File: config.mk
export PLATFORM = sky130hd
export DESIGN_NAME = usr_sequencer
export DESIGN_NICKNAME = d
export VERILOG_FILES = /design/src/rtl/usr_pkg.sv /design/src/rtl/usr_sequencer_shift_counter.sv /design/src/rtl/usr_sequencer.sv
export SDC_FILE = /design/constraint.sdc
export NUM_CORES = 1
export LEC_CHECK = 0
export BUFFER_PORTS_ARGS = -buffer_cell sky130_fd_sc_hd__buf_4
export CORE_ASPECT_RATIO = 0.7
export CORE_MARGIN = 8
export CORE_UTILIZATION = 50
export CTS_CLUSTER_SIZE = 40
export DETAILED_ROUTE_END_ITERATION = 8
export PLACE_DENSITY = 0.79
export SLEW_MARGIN = 20
export SYNTH_ARGS = -nofsm -noshare
export SYNTH_HDL_FRONTEND = slang
export SYNTH_SLANG_ARGS = --single-unit
File: constraint.sdc
create_clock -name clk -period 2.25 [get_ports clk]
set_clock_uncertainty 0.2 [all_clocks]
set_input_delay 0 -clock clk [delete_from_list [all_inputs] [get_ports clk]]
set_output_delay 0 -clock clk [all_outputs]
set_load 0.02 [all_outputs]
File: src/rtl/usr_pkg.sv
// Shared definitions for the USR command sequencer.
//  - USR ctrl encodings driven on usr_ctrl
//  - FSM state encoding for usr_sequencer
//  - clamp helper that limits a requested shift count to the data width
package usr_pkg;

    localparam logic [1:0] USR_HOLD = 2'b00;
    localparam logic [1:0] USR_SHR  = 2'b01;
    localparam logic [1:0] USR_SHL  = 2'b10;
    localparam logic [1:0] USR_LOAD = 2'b11;

    localparam logic [1:0] ST_IDLE  = 2'b00;
    localparam logic [1:0] ST_LOAD  = 2'b01;
    localparam logic [1:0] ST_SHIFT = 2'b10;
    localparam logic [1:0] ST_DRAIN = 2'b11;

    // More than WIDTH shifts leaves only fill bits, so extra cycles are pointless.
    function automatic int unsigned clamp_count(input int unsigned cnt, input int unsigned lim);
        return (cnt > lim) ? lim : cnt;
    endfunction

endpackage

File: src/rtl/usr_sequencer_shift_counter.sv
// Down-counter tracking the remaining shift cycles of a job.
// Ports:
//  clk       in   system clock
//  reset     in   asynchronous active-low reset
//  load      in   load load_val (has priority over dec)
//  dec       in   decrement by one
//  load_val  in   CNT_W value to load
//  is_one    out  registered flag, high while the count equals 1
module shift_counter #(
    parameter int unsigned CNT_W = 4
) (
    input  logic             clk,
    input  logic             reset,
    input  logic             load,
    input  logic             dec,
    input  logic [CNT_W-1:0] load_val,
    output logic             is_one
);

    logic [CNT_W-1:0] cnt;
    logic [CNT_W-1:0] cnt_next;

    // Next count value.
    always_comb begin
        cnt_next = cnt;
        if (load) begin
            cnt_next = load_val;
        end else if (dec) begin
            cnt_next = cnt - CNT_W'(1);
        end
    end

    // Count register; is_one is registered from the next value so it lines up with cnt.
    always_ff @(posedge clk or negedge reset) begin
        if (!reset) begin
            cnt    <= '0;
            is_one <= 1'b0;
        end else begin
            cnt    <= cnt_next;
            is_one <= (cnt_next == CNT_W'(1));
        end
    end

endmodule

File: src/rtl/usr_sequencer.sv
// Command sequencer for an 8-bit universal shift register (USR).
// Accepts one job (data, direction, shift count) on start, drives the USR
// through load -> N shifts -> hold, then returns the USR contents with a
// one-cycle done pulse.
// Ports:
//  clk       in   system clock
//  reset     in   asynchronous active-low reset
//  start     in   job request, sampled only while idle
//  dir       in   0 = shift right, 1 = shift left
//  count     in   requested shift cycles (clamped to WIDTH)
//  data_in   in   value parallel-loaded into the USR
//  usr_q     in   USR output
//  usr_ctrl  out  USR ctrl: 00 hold, 01 right, 10 left, 11 load
//  usr_d     out  USR parallel data (latched job data)
//  busy      out  high whenever a job is in progress
//  done      out  one-cycle pulse, result valid in the same cycle
//  result    out  final USR value of the last job
module usr_sequencer
    import usr_pkg::*;
#(
    parameter int unsigned WIDTH = 8,
    parameter int unsigned CNT_W = 4
) (
    input  logic             clk,
    input  logic             reset,
    input  logic             start,
    input  logic             dir,
    input  logic [CNT_W-1:0] count,
    input  logic [WIDTH-1:0] data_in,
    input  logic [WIDTH-1:0] usr_q,
    output logic [1:0]       usr_ctrl,
    output logic [WIDTH-1:0] usr_d,
    output logic             busy,
    output logic             done,
    output logic [WIDTH-1:0] result
);

    logic [1:0]       state;
    logic [1:0]       state_next;
    logic             dir_q;
    logic [CNT_W-1:0] eff_q;
    logic [CNT_W-1:0] eff_in;

    logic             accept;
    logic             cnt_load;
    logic             cnt_dec;
    logic             cnt_is_one;
    logic [1:0]       ctrl_next;
    logic             done_next;
    logic [WIDTH-1:0] result_next;

    assign eff_in = CNT_W'(clamp_count(32'(count), WIDTH));

    shift_counter #(
        .CNT_W (CNT_W)
    ) u_shift_counter (
        .clk      (clk),
        .reset    (reset),
        .load     (cnt_load),
        .dec      (cnt_dec),
        .load_val (eff_q),
        .is_one   (cnt_is_one)
    );

    // Next-state and registered-output decode.
    always_comb begin
        state_next  = state;
        accept      = 1'b0;
        cnt_load    = 1'b0;
        cnt_dec     = 1'b0;
        done_next   = 1'b0;
        result_next = result;
        ctrl_next   = USR_HOLD;

        case (state)
            ST_IDLE: begin
                if (start) begin
                    accept     = 1'b1;
                    state_next = ST_LOAD;
                end
            end
            ST_LOAD: begin
                if (eff_q == '0) begin
                    state_next = ST_DRAIN;
                end else begin
                    cnt_load   = 1'b1;
                    state_next = ST_SHIFT;
                end
            end
            ST_SHIFT: begin
                cnt_dec = 1'b1;
                if (cnt_is_one) begin
                    state_next = ST_DRAIN;
                end
            end
            ST_DRAIN: begin
                // USR has been holding for a cycle, so usr_q is settled.
                state_next  = ST_IDLE;
                done_next   = 1'b1;
                result_next = usr_q;
            end
            default: begin
                state_next = ST_IDLE;
            end
        endcase

        // ctrl follows the state being entered so it is valid for that whole state.
        case (state_next)
            ST_LOAD:  ctrl_next = USR_LOAD;
            ST_SHIFT: ctrl_next = dir_q ? USR_SHL : USR_SHR;
            default:  ctrl_next = USR_HOLD;
        endcase
    end

    // State, job registers and outputs.
    always_ff @(posedge clk or negedge reset) begin
        if (!reset) begin
            state    <= ST_IDLE;
            dir_q    <= 1'b0;
            eff_q    <= '0;
            usr_ctrl <= USR_HOLD;
            usr_d    <= '0;
            busy     <= 1'b0;
            done     <= 1'b0;
            result   <= '0;
        end else begin
            state    <= state_next;
            usr_ctrl <= ctrl_next;
            busy     <= (state_next != ST_IDLE);
            done     <= done_next;
            result   <= result_next;
            if (accept) begin
                dir_q <= dir;
                eff_q <= eff_in;
                usr_d <= data_in;
            end
        end
    end

endmodule

==> metrics <==
Cell variety after synth 25; flop-to-flop setup slack 200 ps; PwrDens about 1400 nW/um^2; H-tree Lvls 2; CP Capture Type register; failing checks hold timing; Pleak ~0.001 uW; syn nets around 140; worst hold slack -10.4 ps; post-layout minimum cycle time between 2000 and 2500 ps; vias per cell 4.86; Area growth syn-to-layout 47.3%; top_reg_cell synth dfrtp_1; clock buffer depth 2; Placeable Area approximately 2800 sq um; fillers about 180; crit path max fanout 6; DRC 0; synthesized cell area between 1000 and 1500 sq um; CTS sink cnt 32; drt pass-1 iters 2; clk_lat worst skew about 270 ps; met3 Use GR 6.66%; #FFs+latches synth 32; CP Launch Type register; TNS Setup 0 ps; row cnt 16; HPWL after DPL roughly 2.2 mm; Hold Vio Cnt, Final 32; Clock Tree Root clkbuf_8; clock-pin slew on the worst setup and hold paths approximately 60 ps; DRT Wirelength about 3.3 mm; port buffer count 43; worst reg2reg path depth 8; Hold WC Path Type in -> async; Worst EP arrival 2010 ps; initial antenna violation count 0; Multi-input gate area between 500 and 600 sq um; critical path class reg -> reg; GPL Wtd Cong around 0.85; Post-synth ARST share 100%; CTS tree yes; # IOs 44; Slew Limit Headroom a little over three fifths; met2 GRT Util between 20 and 30%; Tcrit/Tclk final roughly 91%; sequential area share after synthesis 55.9%; status finished, violations left; Num CTS Buffers 5; RSZ-0062 raised after global routing false; Chip Height about 61 um; most common cell after layout, fill and taps aside buf_4; Die X-Extent 80.0 um; Total GRT Usage between 10% and 20%; Ys Warns 0; drt wl/cell around 15 um; met1 GRT Util 15.0%; GRT Max-Usage Layer met2; Slew @ Worst Pin roughly 560 ps; Avg Cell Area, Syn 13.1 sq um; reg2reg end usr_ctrl[0]$_DFF_PN0_; Post-CTS Setup Inserts 0; share of cells above drive strength 1 between 30% and 40%; # diodes 0; Die ar. around 5000 sq um; Initial DRC Count 38; largest net degree at the start of global routing 33; Max Clock Freq ~490 MHz; vias in the first global route between 1,000 and 1,500; most frequent cells in the layout 43 x buf_4, 32 x dfrtp_1, 23 x dlygate4sd3_1; R2R Path Start state[0]$_DFF_PN0_; endpoints failing setup 0; number of synthesized flops with an enable pin 0; maxcap violations 0; first-pass GRT wire length about 5.7 mm; Initial Util 51.9%; Synth Instances 109; nets between 200 and 250; grt total ovfl 0; Routed Antenna Nets 0; CP required 2220 ps; Peak VDD IR between 700 and 800 uV; Pins Over Slew Limit 0; register area approximately 800 sq um; vias approximately 1,100
==> sequential cells by signal (all words and copies together), names as in the netlist <==
signal                  count
state                       2
busy                        1
u_shift_counter.is_one      1
dir_q                       1
usr_d                       8
done                        1
u_shift_counter.cnt         4
usr_ctrl                    2
eff_q                       4
result                      8
==> worst max-delay path by stage <==
stage / to / slack [ps] / startpoint
after floorplan: usr_ctrl[0]$_DFF_PN0_ / 460 / state[0]$_DFF_PN0_
after global placement: usr_ctrl[1]$_DFF_PN0_ / 360 / state[0]$_DFF_PN0_
after detailed placement: usr_ctrl[0]$_DFF_PN0_ / 300 / state[0]$_DFF_PN0_
after CTS: usr_ctrl[0]$_DFF_PN0_ / 240 / state[0]$_DFF_PN0_
after global routing: usr_ctrl[1]$_DFF_PN0_ / 30 / state[0]$_DFF_PN0_
final: usr_ctrl[0]$_DFF_PN0_ / 200 / state[0]$_DFF_PN0_
==> cell type report <==
type                            count  share of cell area, %
Clock buffer                        8                   4.27
Inverter                            8                   1.42
Multi-Input combinational cell     67                   28.0
Sequential cell                    32                   37.9
Tap cell                           36                   2.13
Timing Repair Buffer               66                   26.2
==> metrics by stage <==
step | total power [uW] | cells | util, % | cell area [sq um] | setup WS (ps)
2_1_floorplan | 2030 | 109 | - | 1430 | 463
3_3_place_gp | 2470 | 186 | 64.8 | 1790 | 358
3_5_place_dp | 2540 | 186 | 64.8 | 1790 | 297
4_1_cts | 3030 | 217 | 76.4 | 2110 | 242
5_1_grt | 3240 | 217 | 76.4 | 2110 | 32.7
6_report | 3020 | 217 | 76.4 | 2110 | 204
==> metal layers <==
layer  vias up  share of wire, %  routed length, um
li1        508                 -                  -
met1       505                40               1300
met2        33                51               1690
met3         8               6.9                228
met4         0               2.2                 72
met5         -                 0                  0
==> cells in the mapped netlist, types with 2 or more instances <==
| master | number | area share (%) |
|---|---|---|
| dfrtp_1 | 32 | 56 |
| mux2_2 | 15 | 12 |
| ha_1 | 9 | 7.9 |
| inv_1 | 8 | 2.1 |
| nand2_1 | 8 | 2.1 |
| nand2b_1 | 4 | 1.7 |
| o21ai_0 | 4 | 1.4 |
| o21ai_1 | 4 | 1.4 |
| a21oi_1 | 3 | 1.0 |
| mux2_1 | 3 | 2.4 |
| nor2_1 | 3 | 0.79 |
| buf_2 | 2 | 0.70 |
| xnor2_1 | 2 | 1.2 |
==> cells by family (layout without fill, tap and decap cells) <==
group	Yosys count	count (layout)	synth area share, %
mux	20	20	15.9
flops	32	32	55.9
fa+ha+maj	9	9	7.86
buf+inv	10	82	2.79
compound gates	14	14	5.42
simple gates	21	21	10.3
xor+xnor	3	3	1.83
==> critical path, stage by stage, from the launching register on <==
cell	delay, ps
dfrtp_1	440
inv_1	130
ha_1	300
inv_1	120
o21ai_1	190
o21ai_0	150
ha_1	230
a21oi_1	120
nor2_1	50
==> power by group <==
group	switching (uW)	total (uW)	internal, uW
combinational	762	1500	735
clock	195	444	249
sequential	218	1080	864
==> timing repair <==
action | CTS | global route
endpoints found under the hold margin | 54 | 0
hold buffers | 23 | 0
resized for setup | 0 | 0
(Power assumes the default switching activity.)
